==> config.mk <==
export PLATFORM = sky130hd
export DESIGN_NAME = stopwatch_display
export DESIGN_NICKNAME = d
export VERILOG_FILES = /design/src/rtl/stopwatch_display.sv
export SDC_FILE = /design/constraint.sdc
export NUM_CORES = 1
export LEC_CHECK = 0
export ABC_AREA = 1
export BUFFER_PORTS_ARGS = -buffer_cell sky130_fd_sc_hd__buf_2
export CAP_MARGIN = 20
export CORE_AREA = 2 2 137 72
export CTS_CLUSTER_SIZE = 30
export DETAILED_ROUTE_END_ITERATION = 8
export DIE_AREA = 0 0 139 74
export PLACE_DENSITY = 0.44
export SLEW_MARGIN = 20
export SYNTH_ARGS = -nofsm -noshare
export SYNTH_HDL_FRONTEND = slang
export SYNTH_SLANG_ARGS = --single-unit
==> constraint.sdc <==
create_clock -name clk -period 2.1 [get_ports clk]
set_input_delay 0.525 -clock clk [delete_from_list [all_inputs] [get_ports clk]]
set_output_delay 0.525 -clock clk [all_outputs]
set_load 0.02 [all_outputs]
==> src/rtl/stopwatch_display.sv <==
// -----------------------------------------------------------------------------
// stopwatch_display
//
// BCD stopwatch (SS.CC) driving a 4-digit, active-low, multiplexed
// seven-segment display. It runs entirely on the system clock. The 100 Hz
// level clock from the generator is sampled and edge-detected here, so it
// acts only as a count enable.
//
// Ports
//   clk         system clock, all state updates on posedge
//   reset       asynchronous, active-low reset
//   tick_in     100 Hz level clock; each rising edge is one centisecond
//   scan_sel    digit scan select from the clock generator
//   start_stop  single-cycle pulse: IDLE->RUN, RUN/LAP->PAUSE, PAUSE->RUN
//   lap_clear   single-cycle pulse: RUN->LAP (freeze), LAP->RUN,
//               PAUSE->IDLE (clear)
//   running     high in RUN or LAP
//   lap_active  high in LAP
//   wrap        one-cycle pulse when the count rolls over to 00.00
//   count_bcd   live count {sec_tens, sec_ones, cs_tens, cs_ones}
//   an          registered digit enables, active-low
//   seg         registered segments {a,b,c,d,e,f,g,dp}, active-low
// -----------------------------------------------------------------------------
module stopwatch_display #(
    parameter logic [2:0] SEC_TENS_MAX = 3'd5
) (
    input  logic        clk,
    input  logic        reset,
    input  logic        tick_in,
    input  logic [1:0]  scan_sel,
    input  logic        start_stop,
    input  logic        lap_clear,
    output logic        running,
    output logic        lap_active,
    output logic        wrap,
    output logic [15:0] count_bcd,
    output logic [3:0]  an,
    output logic [7:0]  seg
);

    typedef enum logic [1:0] {
        S_IDLE  = 2'd0,
        S_RUN   = 2'd1,
        S_LAP   = 2'd2,
        S_PAUSE = 2'd3
    } state_t;

    state_t      state_q, state_d;
    logic        tick_prev_q;
    logic [15:0] count_q, count_d;
    logic [15:0] frozen_q, frozen_d;
    logic        wrap_q, wrap_d;
    logic        running_q, lap_active_q;
    logic [3:0]  an_q, an_d;
    logic [7:0]  seg_q, seg_d;

    logic        tick_pulse;
    logic        counting;
    logic [16:0] inc_res;
    logic [15:0] disp;
    logic [3:0]  nib;

    // BCD increment of {sec_tens, sec_ones, cs_tens, cs_ones}.
    // Bit 16 of the result flags the rollover from the maximum back to zero.
    function automatic logic [16:0] bcd_inc(input logic [15:0] c);
        logic [3:0] d0, d1, d2, d3;
        logic       wr;
        d0 = c[3:0];
        d1 = c[7:4];
        d2 = c[11:8];
        d3 = c[15:12];
        wr = 1'b0;
        if (d0 != 4'd9) begin
            d0 = d0 + 4'd1;
        end else begin
            d0 = 4'd0;
            if (d1 != 4'd9) begin
                d1 = d1 + 4'd1;
            end else begin
                d1 = 4'd0;
                if (d2 != 4'd9) begin
                    d2 = d2 + 4'd1;
                end else begin
                    d2 = 4'd0;
                    if (d3 < {1'b0, SEC_TENS_MAX}) begin
                        d3 = d3 + 4'd1;
                    end else begin
                        d3 = 4'd0;
                        wr = 1'b1;
                    end
                end
            end
        end
        return {wr, d3, d2, d1, d0};
    endfunction

    // Active-low {a,b,c,d,e,f,g}; non-decimal nibbles are blanked.
    function automatic logic [6:0] seg7(input logic [3:0] v);
        logic [6:0] s;
        case (v)
            4'd0:    s = 7'b0000001;
            4'd1:    s = 7'b1001111;
            4'd2:    s = 7'b0010010;
            4'd3:    s = 7'b0000110;
            4'd4:    s = 7'b1001100;
            4'd5:    s = 7'b0100100;
            4'd6:    s = 7'b0100000;
            4'd7:    s = 7'b0001111;
            4'd8:    s = 7'b0000000;
            4'd9:    s = 7'b0000100;
            default: s = 7'b1111111;
        endcase
        return s;
    endfunction

    // Rising edge of the sampled 100 Hz level; the increment lands on the
    // same edge at which tick_prev_q goes high.
    assign tick_pulse = tick_in & ~tick_prev_q;
    // Counting is qualified by the pre-transition state, so a tick that
    // coincides with start_stop in RUN still counts, and in PAUSE does not.
    assign counting   = tick_pulse && ((state_q == S_RUN) || (state_q == S_LAP));
    assign inc_res    = bcd_inc(count_q);

    always_comb begin
        state_d  = state_q;
        count_d  = count_q;
        frozen_d = frozen_q;
        wrap_d   = 1'b0;

        if (counting) begin
            count_d = inc_res[15:0];
            wrap_d  = inc_res[16];
        end

        // start_stop is tested first everywhere, so a coincident lap_clear
        // is simply dropped.
        case (state_q)
            S_IDLE: begin
                if (start_stop) state_d = S_RUN;
            end
            S_RUN: begin
                if (start_stop) begin
                    state_d = S_PAUSE;
                end else if (lap_clear) begin
                    state_d  = S_LAP;
                    frozen_d = count_q;
                end
            end
            S_LAP: begin
                if (start_stop) begin
                    state_d = S_PAUSE;
                end else if (lap_clear) begin
                    state_d = S_RUN;
                end
            end
            S_PAUSE: begin
                if (start_stop) begin
                    state_d = S_RUN;
                end else if (lap_clear) begin
                    state_d = S_IDLE;
                    count_d = 16'h0000;
                end
            end
            default: state_d = S_IDLE;
        endcase
    end

    // The frozen lap value is shown only while LAP is active.
    assign disp = (state_q == S_LAP) ? frozen_q : count_q;

    always_comb begin
        an_d = 4'b1111;
        nib  = 4'd0;
        case (scan_sel)
            2'b00: begin an_d = 4'b1110; nib = disp[3:0];   end
            2'b01: begin an_d = 4'b1101; nib = disp[7:4];   end
            2'b10: begin an_d = 4'b1011; nib = disp[11:8];  end
            default: begin an_d = 4'b0111; nib = disp[15:12]; end
        endcase
        // Decimal point sits after the seconds-ones digit.
        seg_d = {seg7(nib), (scan_sel != 2'b10)};
    end

    always_ff @(posedge clk or negedge reset) begin
        if (!reset) begin
            state_q      <= S_IDLE;
            tick_prev_q  <= 1'b0;
            count_q      <= 16'h0000;
            frozen_q     <= 16'h0000;
            wrap_q       <= 1'b0;
            running_q    <= 1'b0;
            lap_active_q <= 1'b0;
            an_q         <= 4'b1111;
            seg_q        <= 8'hFF;
        end else begin
            state_q      <= state_d;
            tick_prev_q  <= tick_in;
            count_q      <= count_d;
            frozen_q     <= frozen_d;
            wrap_q       <= wrap_d;
            running_q    <= (state_d == S_RUN) || (state_d == S_LAP);
            lap_active_q <= (state_d == S_LAP);
            an_q         <= an_d;
            seg_q        <= seg_d;
        end
    end

    assign running    = running_q;
    assign lap_active = lap_active_q;
    assign wrap       = wrap_q;
    assign count_bcd  = count_q;
    assign an         = an_q;
    assign seg        = seg_q;

endmodule

# Yosys cells after proc, flatten, opt, wreduce, memory -nomap -nowiden
# Memory sizes are Yosys's and may differ from the RTL's. A register that Yosys moved wholly into a read port is not among the register bits.
# Cells that the tools add are included.
# totals
ff_bits	50
romBits	112
inputBits	7
word_cells	66
mem_count	1
# memory_table
name	depth	width	rd	rd_ports_with_merged_regs	write_ports	line_no	text
(name not given)	16	7	1	1	0	100	case (v)
# classes
addsub	4
order_cmp	1
eq_ne	11
mux	30
bitwise	3
n_reduce_logical	7
# ops
cell	n
$mux W16	5
$mux W4	10
$pmux W4 S3	2
$add A4 B1 Y4 const B	4
$mux W2	7
$ne A4 B4 Y1 const B	3
$eq A2 B2 Y1 const B	4
$pmux W2 S4	1
$eq A2 B1 Y1 const B	3
$mux W1	5
$logic_not A2 Y1	2
$lt A4 B3 Y1 const B	1
$reduce_and A3 Y1	1
$logic_or A1 B1 Y1	2
$ne A2 B2 Y1 const B	1
$not A1 Y1	2
$and A1 B1 Y1	1
$logic_and A1 B1 Y1	1
$logic_not A1 Y1	1

# Logic depth before layout (Yosys ltp)
# Gate-level depths: netlist (run 1).
# depth
ltp_word	9
depth_mapped	15
ltp_nobuf	14

# Least setup slack after synthesis (run 1)
# Ideal clock, no wire load.
# synth_timing
kind	reg-to-reg
from	register state_q[0]
to	register seg_q[1] (netlist: seg[1])
setup_time_ps	76
arrival_time_ps	1885
slack_ps	139
stages_incl_launch_ff	15
n_path_buf	2
path_cell_list	dfrtp_1 > inv_1 > ha_1 > buf_6 > buf_8 > nand2_1 > nand3_1 > nand3_1 > nor2_2 > inv_1 > ha_1 > inv_1 > nand3_1 > nand3_1 > nand2_1
# synth_between
elab_chain_len	3
# synth_rtl
element	line_no	text
start: declaration	48	state_t state_q, state_d;
start signal: assignment	196	state_q <= state_d;
$eq A2 B2 Y1	169	assign disp = (state_q == S_LAP) ? frozen_q : count_q;
$mux W16	169	
$pmux W4 S3	174	case (scan_sel)
end: declaration	55	logic [7:0] seg_q, seg_d;
# No other way between the ends.
# A chain may end at the register's enable or synchronous reset.

# Final worst setup path (run 1)
# layout_timing
from	register state_q[1]
to	register seg_q[2] (netlist: seg[2])
# Same word-level chain as after synthesis.

==> results of run 1 <==
==> worst paths after layout <==
check / endpoint / startpoint / cells past startpoint / slack (ps)
min in group clk: tick_prev_q$_DFF_PN0_ / tick_in / 1 / 350
max in group asynchronous: seg[7]$_DFF_PN1_ / reset / 2 / 1610
worst min-delay path: running$_DFF_PN0_ / reset / 2 / 210
worst min register to register: frozen_q[14]$_DFFE_PN0P_ / frozen_q[14]$_DFFE_PN0P_ / 2 / 490
worst max register to register: seg[2]$_DFF_PN1_ / state_q[1]$_DFF_PN0_ / 13 / 170
worst max-delay path: seg[2]$_DFF_PN1_ / state_q[1]$_DFF_PN0_ / 13 / 170
==> layout by cell type, fill, tap and decap left out, types with 2 or more instances in the layout <==
cell type,synthesis,final
nand2_1,80,80
inv_1,48,47
dfrtp_1,38,38
buf_2,0,37
nand3_1,26,26
o21ai_0,25,25
nor2_1,24,24
buf_4,1,17
ha_1,13,12
dfstp_2,11,11
a21oi_1,9,9
nand2_2,7,7
nand4_1,6,6
nor2_2,7,5
o21ai_1,5,5
clkbuf_16,0,5
inv_2,3,3
a211oi_1,3,3
nor3_1,3,3
nand3_2,2,2
nor2_4,0,2
o211ai_1,2,2
==> final cells by class <==
class | count | share of cell area [%]
well taps | 121 | 4.569
inverters | 52 | 5.967
multi-input cells | 222 | 36.33
repair buffers | 56 | 10.39
clock inverters | 2 | 1.133
clock buffers | 6 | 4.192
flip-flops and latches | 49 | 37.42
==> synth_stat cells, types with 2 or more instances <==
master and number:
nor2_1 24, nor3_1 3, dfrtp_1 38, inv_1 48
nand4_1 6, nand2_2 7, inv_2 3, o21ai_0 25
dfstp_2 11, ha_1 13, o21ai_1 5, a211oi_1 3
nand3_1 26, nand3_2 2, buf_6 2, clkbuf_1 4
nand2_1 80, a21oi_1 9, o211ai_1 2, nor2_2 7
==> timing repair <==
action,in CTS,in global routing
resized for setup,0,8
setup buffers,0,1
setup endpoints to repair,0,13
==> metal layers <==
layer	up-vias	wire [um]	track usage (%)
li1	1161	-	-
met1	1000	4239	24.63
met2	54	2162	17.41
met3	5	432	3.992
met4	0	50	3.143
met5	-	0	0
==> sequential cells by signal, summed over array words and instances (netlist names) <==
signal       flops
running          1
wrap             1
frozen_q        16
tick_prev_q      1
seg              8
lap_active       1
an               3
count_bcd       16
state_q          2
==> cell families after synthesis <==
kind of cell / synth area share [%]
compound gates: 11.06
xor+xnor: 0.3281
fa+ha+maj: 6.092
buf+inv: 9.559
flops: 46.44
simple gates: 26.52
==> worst max-delay path, cell delays in order (launching register included) <==
cell and delay [ps]:
dfrtp_1 440, ha_4 220, buf_4 150, nand2_1 50
o21ai_1 80, nand2_1 70, nand3_1 130, nor2_4 160
inv_1 70, ha_1 200, inv_1 50, nand3_1 100
nand3_1 110, nand2_1 50
==> per-stage QoR <==
stage | TNS [ps] | hold slack, ps | setup slack, ps | utilization [%] | std cells
after CTS | 0 | 222.3 | 20.92 | 35.81 | 507
final | 0 | 209.3 | 167.1 | 36.27 | 508
after global routing | -6.496 | 226.0 | -6.496 | 36.27 | 508
after detailed placement | 0 | 474.8 | 29.27 | 33.88 | 499
after floorplan | 0 | 229.4 | 139.0 | - | 331
after global placement | 0 | 467.3 | 82.84 | 33.88 | 499
==> power by group <==
group	switching [mW]	leakage, nW	total (mW)	internal (mW)
Combinational	1.38	1.01	2.08	0.704
Sequential	0.258	0.607	1.61	1.35
Clock	0.370	0.0831	0.966	0.595
Total	2.00	1.70	4.65	2.65
==> impl_metrics.py, run 1 <==
metrics = {
    "outcome": {
        "status": "complete, no violations",
    },
    "global_route": {
        "grt_pass1_wl_um": 11470,
        "grt_pass1_vias": 2171,
        "grt_antenna_before_repair": 0,
        "grt_usage_pct": 14.62,
        "grt_max_degree": 50,
        "overflow": 0,
    },
    "clocking": {
        "clockBufferDepth": 2,
        "clock-sinks": 49,
        "htreeDepth": 2,
        "clk_latency_ps": 290,
        "clk_transition_reported_paths_ps": 70,
        "cts_hold_buf": 0,
        "cts_root_buf": "clkbuf_16",
        "cts_made_buffers": 5,
        "cts_tree": "built",
    },
    "drt": {
        "wire_per_inst_um": 13.55,
        "routed-via-count": 2220,
        "firstDrtPassIters": 4,
        "totalWireLength_um": 6884,
        "ant_nets": 0,
        "drc_errors": 0,
        "routed_via_density": 4.370,
        "drt_iter0_drc": 148,
    },
    "synthesis": {
        "synth_seq_area_share_pct": 46.44,
        "syn_inst": 331,
        "synth_area_sq_um": 2670,
        "synth-seq-cells": 49,
        "async_reset_ff_share_pct": 100.0,
        "synth_top_flop_cell": "dfrtp_1",
        "synth_edf_count": 0,
        "syn_area_per_cell_sq_um": 8.067,
        "yosys-top-cells-area": "dfrtp_1 (36%), nand2_1 (11%), dfstp_2 (11%)",
        "yosys_warnings": 0,
        "synth_top_area_share_pct": 35.61,
        "syn_nets": 351,
        "yosysTopAreaCell": "dfrtp_1",
        "ys_types": 33,
    },
    "timing": {
        "skew_ps": 4.119,
        "period_share_pct": 92.04,
        "max_slew_margin_pct": 68.44,
        "min_period_ps": 1933,
        "setup_viol": 0,
        "fmaxAchievable_ghz": 0.5174,
        "hold_violations": 0,
        "tightest_slew_ps": 469.4,
        "finalMaxSlewViolations": 0,
    },
    "placed_design": {
        "place_congestion": 0.8589,
        "port_buffers": 37,
        "place_hpwl_um": 5317,
        "placedInstanceArea_sq_um": 3094,
    },
    "floorplan": {
        "fp.dieH_um": 74,
        "die_x_um": 139,
        "dieArea_sq_um": 10290,
        "rows": 25,
        "ioPinCount": 38,
        "initial_core_util_pct": 29.23,
        "core_sq_um": 9134,
    },
    "layout": {
        "nFillCells": 982,
        "nNetsFinal": 406,
        "multiInputGateArea_sq_um": 1204,
        "finalInstanceArea_sq_um": 3313,
        "drive_gt1_share_pct": 26.36,
        "area_growth_syn_to_layout_pct": 24.09,
        "seq_area_sq_um": 1240,
        "antenna_cells": 0,
    },
    "worst_setup_path": {
        "timing_worst_setup_path_type": "register to register",
        "cp-end-kind": "register",
        "critPathMaxFanout": 8,
        "crit_path_start_kind": "register",
        "required_ps": 2330,
        "arrival_ps": 2160,
    },
    "power": {
        "cellPowerDensity_nw_per_um2": 1404,
        "peakVddDrop_uv": 449.4,
        "p_leak_nw": 1.703,
        "finalPower_mw": 4.653,
    },
    "job": {
        "cap_violations": 0,
    },
    "hold_path": {
        "hold_path_class": "input pin to asynchronous set/reset pin",
    },
}
Note: power is estimated with default switching activity, not from simulation.
==> inputs of run 2 (changes only) <==
--- a/config.mk
+++ b/config.mk
@@ -12,7 +12,8 @@
 export CTS_CLUSTER_SIZE = 30
 export DETAILED_ROUTE_END_ITERATION = 8
 export DIE_AREA = 0 0 139 74
-export PLACE_DENSITY = 0.44
+export PLACE_DENSITY = 0.43
+export SETUP_SLACK_MARGIN = 0.3
 export SLEW_MARGIN = 20
 export SYNTH_ARGS = -nofsm -noshare
 export SYNTH_HDL_FRONTEND = slang
==> constraint.sdc (replaced) <==
create_clock -name clk -period 1.9 [get_ports clk]
set_input_delay 0.475 -clock clk [delete_from_list [all_inputs] [get_ports clk]]
set_output_delay 0.475 -clock clk [all_outputs]
set_load 0.02 [all_outputs]
==> impl_metrics.py, run 2 (synthesized netlist as in run 1, its figures left out) <==
metrics = {
    "worst_setup_path": {
        "crit_path_start_kind": "register",
        "slowest_stage": "dfrtp_1",
        "arrival_ps": 2090,
        "worstReg2RegStart": "state_q[0]$_DFF_PN0_",
        "cp-end-kind": "register",
        "max_stage_delay_ps": 380,
        "critPathMaxFanout": 6,
        "crit_start": "state_q[0]$_DFF_PN0_",
        "timing_worst_setup_path_type": "register to register",
        "path_cells": "inv_2 -> ha_4 -> buf_6 -> nand2_1 -> nand3_1 -> nand2_2 -> nor2_2 -> nor2_4 -> buf_4 -> buf_4 -> ha_1 -> nand3_1 -> nand2_1",
        "required_ps": 2120,
        "path_buf_inv": 4,
        "path_delay_family": "simple AND/OR/NAND/NOR gates",
    },
    "global_route": {
        "grt_pass1_vias": 2412,
        "grt_max_degree": 34,
        "grt_pass1_wl_um": 12280,
        "overflow": 0,
        "grt_antenna_before_repair": 0,
        "grt_usage_pct": 15.34,
    },
    "layout": {
        "multiInputGateArea_sq_um": 1516,
        "antenna_cells": 0,
        "fin_util_pct": 42.58,
        "area_growth_syn_to_layout_pct": 45.64,
        "finalInstanceArea_sq_um": 3889,
        "layout.cells.non_filler": 536,
        "final_cell_mix": "nand2_1 (71), inv_1 (42), dfrtp_1 (37), buf_2 (37), buf_4 (35)",
        "drive_gt1_share_pct": 43.61,
        "seq_area_sq_um": 1241,
        "final_common_cell": "nand2_1",
        "nFillCells": 934,
        "nNetsFinal": 435,
    },
    "timing": {
        "period_share_pct": 98.52,
        "tightest_slew_ps": 569.9,
        "timing.hold.ws_ps": 126.5,
        "fmaxAchievable_ghz": 0.5342,
        "max_slew_margin_pct": 61.86,
        "hold_violations": 0,
        "min_period_ps": 1872,
        "post-route-worst-setup-slack_ps": 28.13,
        "finalMaxSlewViolations": 0,
        "skew_ps": 9.592,
        "grt_setup_unrepaired": "true",
        "setup_viol": 0,
    },
    "power": {
        "p_switching_mw": 2.579,
        "clock_power_share_pct": 16.8,
        "pwr-share-comb_pct": 53.3,
        "p_sw_share_pct": 43.20,
        "p_int_mw": 3.391,
        "pwr-share-seq_pct": 29.9,
        "cellPowerDensity_nw_per_um2": 1535,
        "peakVddDrop_uv": 600.8,
        "p_leak_nw": 1.947,
    },
    "placed_design": {
        "place_congestion": 0.8205,
        "place_hpwl_um": 5220,
        "pre_cts_slack_ps": -80.12,
        "placedInstanceArea_sq_um": 3134,
        "port_buffers": 37,
        "post-place-cells": 499,
    },
    "hold_path": {
        "hold_path_class": "input pin to asynchronous set/reset pin",
    },
    "floorplan": {
        "dieArea_sq_um": 10290,
        "fp.dieH_um": 74,
        "core_sq_um": 9134,
        "initial_core_util_pct": 29.23,
        "ioPinCount": 38,
        "die_x_um": 139,
        "rows": 25,
    },
    "clocking": {
        "cts_tree": "built",
        "cts_root_buf": "clkbuf_16",
        "cts_hold_buf": 0,
        "clk_transition_reported_paths_ps": 60,
        "clock-sinks": 49,
        "clockBufferDepth": 2,
        "clk_latency_ps": 300,
        "htreeDepth": 2,
        "cts_made_buffers": 5,
    },
    "drt": {
        "totalWireLength_um": 7600,
        "drt_iter0_drc": 171,
        "routed_via_density": 4.537,
        "wire_per_inst_um": 14.18,
        "ant_nets": 0,
        "drc_errors": 0,
        "routed-via-count": 2432,
        "firstDrtPassIters": 4,
    },
    "outcome": {
        "status": "complete, no violations",
    },
    "job": {
        "cap_violations": 0,
    },
}
==> run 2: area by class of cell <==
class | instances | share of cell area (%)
Timing Repair Buffer | 85 | 15.73
Sequential cell | 49 | 31.92
Clock buffer | 5 | 3.218
Multi-Input combinational cell | 222 | 39.00
Tap cell | 121 | 3.893
Clock inverter | 2 | 0.9009
Inverter | 52 | 5.341
==> run 2: power by group through the flow <==
stage / logic [mW] / clock network [mW] / registers (mW)
2_1_floorplan: 1.27 / 0 / 2.03
3_3_place_gp: 2.34 / 0 / 1.78
3_5_place_dp: 2.32 / 0 / 1.78
4_1_cts: 2.80 / 1.04 / 1.77
5_1_grt: 3.50 / 1.07 / 1.84
6_report: 3.18 / 1.00 / 1.79
==> run 2: worst paths after layout <==
kind | to | slack [ps] | cells after the start
min in group clk | tick_prev_q$_DFF_PN0_ | 340 | 1
max in group asynchronous | seg[6]$_DFF_PN1_ | 1190 | 2
worst max register to register | seg[5]$_DFF_PN1_ | 30 | 13
worst max-delay path | seg[5]$_DFF_PN1_ | 30 | 13
worst min-delay path | frozen_q[6]$_DFFE_PN0P_ | 130 | 1
worst min register to register | frozen_q[15]$_DFFE_PN0P_ | 480 | 2
==> run 2: metrics by stage <==
step | setup TNS (ps) | total power, mW
2_1_floorplan | 0 | 3.299
3_3_place_gp | -285.8 | 4.122
3_5_place_dp | -347.0 | 4.100
4_1_cts | 0 | 5.611
5_1_grt | -935.4 | 6.415
6_report | 0 | 5.969
==> run 2: repair_timing <==
item                       CTS  global route
setup endpoints to repair   24            27
gates cloned                 0             0
resized for setup           41            45
pin swaps                   33            24
buffers inserted            21             9
==> run 2: metal layers <==
metal  up-vias  share of wire (%)  global-route usage (%)  wire (um)
met2        55                 37                   20.31       2793
met1      1150                 58                   24.20       4378
li1       1223                  -                       -          -
met4         0               0.61                   3.591         46
met3         4                5.0                   4.314        381
met5         -                  0                       0          0
==> inputs of run 3 (changes only) <==
--- a/config.mk
+++ b/config.mk
@@ -8,11 +8,11 @@
 export ABC_AREA = 1
 export BUFFER_PORTS_ARGS = -buffer_cell sky130_fd_sc_hd__buf_2
 export CAP_MARGIN = 20
-export CORE_AREA = 2 2 137 72
+export CORE_AREA = 2 2 100 54
 export CTS_CLUSTER_SIZE = 30
 export DETAILED_ROUTE_END_ITERATION = 8
-export DIE_AREA = 0 0 139 74
-export PLACE_DENSITY = 0.43
+export DIE_AREA = 0 0 102 56
+export PLACE_DENSITY = 0.74
 export SETUP_SLACK_MARGIN = 0.3
 export SLEW_MARGIN = 20
 export SYNTH_ARGS = -nofsm -noshare
==> impl_metrics.py, run 3 (synthesized netlist as in run 1, its figures left out) <==
metrics = {
    "worst_setup_path": {
        "crit_start": "state_q[0]$_DFF_PN0_",
        "worstReg2RegStart": "state_q[0]$_DFF_PN0_",
        "critPathMaxFanout": 10,
        "timing_worst_setup_path_type": "register to register",
        "required_ps": 2160,
        "r2r_end": "seg[4]$_DFF_PN1_",
        "reg2reg_setup_slack_ps": -110,
        "arrival_ps": 2260,
        "crit_path_start_kind": "register",
        "endpoint": "seg[4]$_DFF_PN1_",
        "worst_r2r_path_depth": 13,
        "cp-end-kind": "register",
    },
    "layout": {
        "multiInputGateArea_sq_um": 1588,
        "antenna_cells": 0,
        "drive_gt1_share_pct": 46.73,
        "final_cell_mix": "nand2_1 (63), inv_1 (39), dfrtp_1 (38)",
        "finalInstanceArea_sq_um": 3871,
        "area_growth_syn_to_layout_pct": 44.99,
        "nNetsFinal": 433,
        "final_common_cell": "nand2_1",
        "seq_area_sq_um": 1240,
        "nFillCells": 281,
        "fin_util_pct": 81.08,
    },
    "placed_design": {
        "place_congestion": 0.9252,
        "placedInstanceArea_sq_um": 3060,
        "port_buffers": 37,
        "pre_cts_slack_ps": -42.95,
        "place_hpwl_um": 4625,
    },
    "clocking": {
        "cts_hold_buf": 0,
        "htreeDepth": 2,
        "cts_made_buffers": 5,
        "cts_tree": "built",
        "clk_transition_reported_paths_ps": 100,
        "clockBufferDepth": 2,
        "clk_latency_ps": 320,
        "cts_root_buf": "clkbuf_8",
        "clock-sinks": 49,
    },
    "timing": {
        "finalMaxSlewViolations": 0,
        "period_share_pct": 105.5,
        "timing.hold.ws_ps": 55.59,
        "max_slew_margin_pct": 73.21,
        "fmaxAchievable_ghz": 0.4987,
        "min_period_ps": 2005,
        "skew_ps": 12.08,
        "hold_violations": 0,
        "setup_viol": 9,
        "post-route-worst-setup-slack_ps": -105.2,
        "grt_setup_unrepaired": "true",
        "tightest_slew_ps": 400.4,
    },
    "drt": {
        "wire_per_inst_um": 18.04,
        "totalWireLength_um": 8714,
        "routed_via_density": 5.714,
        "firstDrtPassIters": 7,
        "drt_iter0_drc": 222,
        "ant_nets": 0,
        "routed-via-count": 2760,
        "drc_errors": 0,
    },
    "power": {
        "pwr-share-comb_pct": 58.8,
        "p_int_mw": 3.135,
        "p_switching_mw": 2.835,
        "pwr-share-seq_pct": 30.3,
        "p_leak_nw": 1.953,
        "peakVddDrop_uv": 964.2,
        "clock_power_share_pct": 10.9,
        "cellPowerDensity_nw_per_um2": 1542,
        "finalPower_mw": 5.971,
        "p_sw_share_pct": 47.49,
    },
    "global_route": {
        "overflow": 0,
        "grt_pass1_wl_um": 11260,
        "grt_usage_pct": 26.04,
        "grt_antenna_before_repair": 0,
        "grt_max_degree": 33,
        "grt_pass1_vias": 2314,
    },
    "hold_path": {
        "hold_path_class": "input pin to asynchronous set/reset pin",
    },
    "floorplan": {
        "fp.dieH_um": 56,
        "die_x_um": 102,
        "dieArea_sq_um": 5712,
        "rows": 18,
        "initial_core_util_pct": 55.92,
        "core_sq_um": 4775,
        "ioPinCount": 38,
    },
    "job": {
        "cap_violations": 0,
    },
    "outcome": {
        "status": "finished with violations",
        "violations": "negative setup slack",
    },
}
-- run 3: area by class of cell --
type | instances | share of cell area [%]
sequential | 49 | 32.03
multi-input combinational | 222 | 41.01
timing repair buffer | 83 | 17.03
tap | 70 | 2.262
inverter | 52 | 5.430
clock buffer | 7 | 2.230
-- run 3: worst min path at each step --
stage	to	slack, ps	cells after the start
floorplan	count_bcd[0]$_DFF_PN0_	180	0
global placement	count_bcd[1]$_DFF_PN0_	400	1
detailed placement	count_bcd[0]$_DFF_PN0_	400	1
CTS	count_bcd[9]$_DFF_PN0_	70	1
global route	count_bcd[9]$_DFF_PN0_	80	1
finish	count_bcd[0]$_DFF_PN0_	60	1
-- run 3: layer usage --
layer,share of wire (%),track usage (%),up-vias
met3,10,6.784,34
met2,44,33.93,174
met1,43,41.43,1326
met4,3.0,7.810,0
met5,0,0,-
li1,-,-,1226
-- run 3: worst max-delay path, stage by stage (launching register included) --
cell	delay, ps
dfrtp_1	400
inv_2	90
ha_4	230
inv_8	80
nand2_1	120
nand3_2	120
nand2_4	120
nor2_4	40
nor2_2	150
ha_1	270
inv_1	80
nand3_2	110
nand3_2	100
nand2_1	60
-- run 3: repair_timing --
| item | CTS | global route |
|---|---|---|
| pin swaps | 18 | 41 |
| gates cloned | 2 | 0 |
| gates resized for setup | 31 | 88 |
| setup endpoints to repair | 24 | 43 |
| hold endpoints to repair | 0 | 0 |
| setup buffers | 15 | 14 |
-- run 3: power groups by stage --
| stage | combinational (mW) | sequential (mW) | clock, mW |
|---|---|---|---|
| 6_report | 3.51 | 1.81 | 0.652 |
| 3_5_place_dp | 2.22 | 1.78 | 0 |
| 2_1_floorplan | 1.27 | 2.03 | 0 |
| 5_1_grt | 3.75 | 1.85 | 0.677 |
| 4_1_cts | 2.68 | 1.75 | 0.633 |
| 3_3_place_gp | 2.18 | 1.77 | 0 |
-- run 3: metrics by stage --
stage	TNS [ps]	instances
2_1_floorplan	0	331
5_1_grt	-1263	483
3_5_place_dp	-120.5	445
6_report	-392.1	483
4_1_cts	0	469
3_3_place_gp	0	445
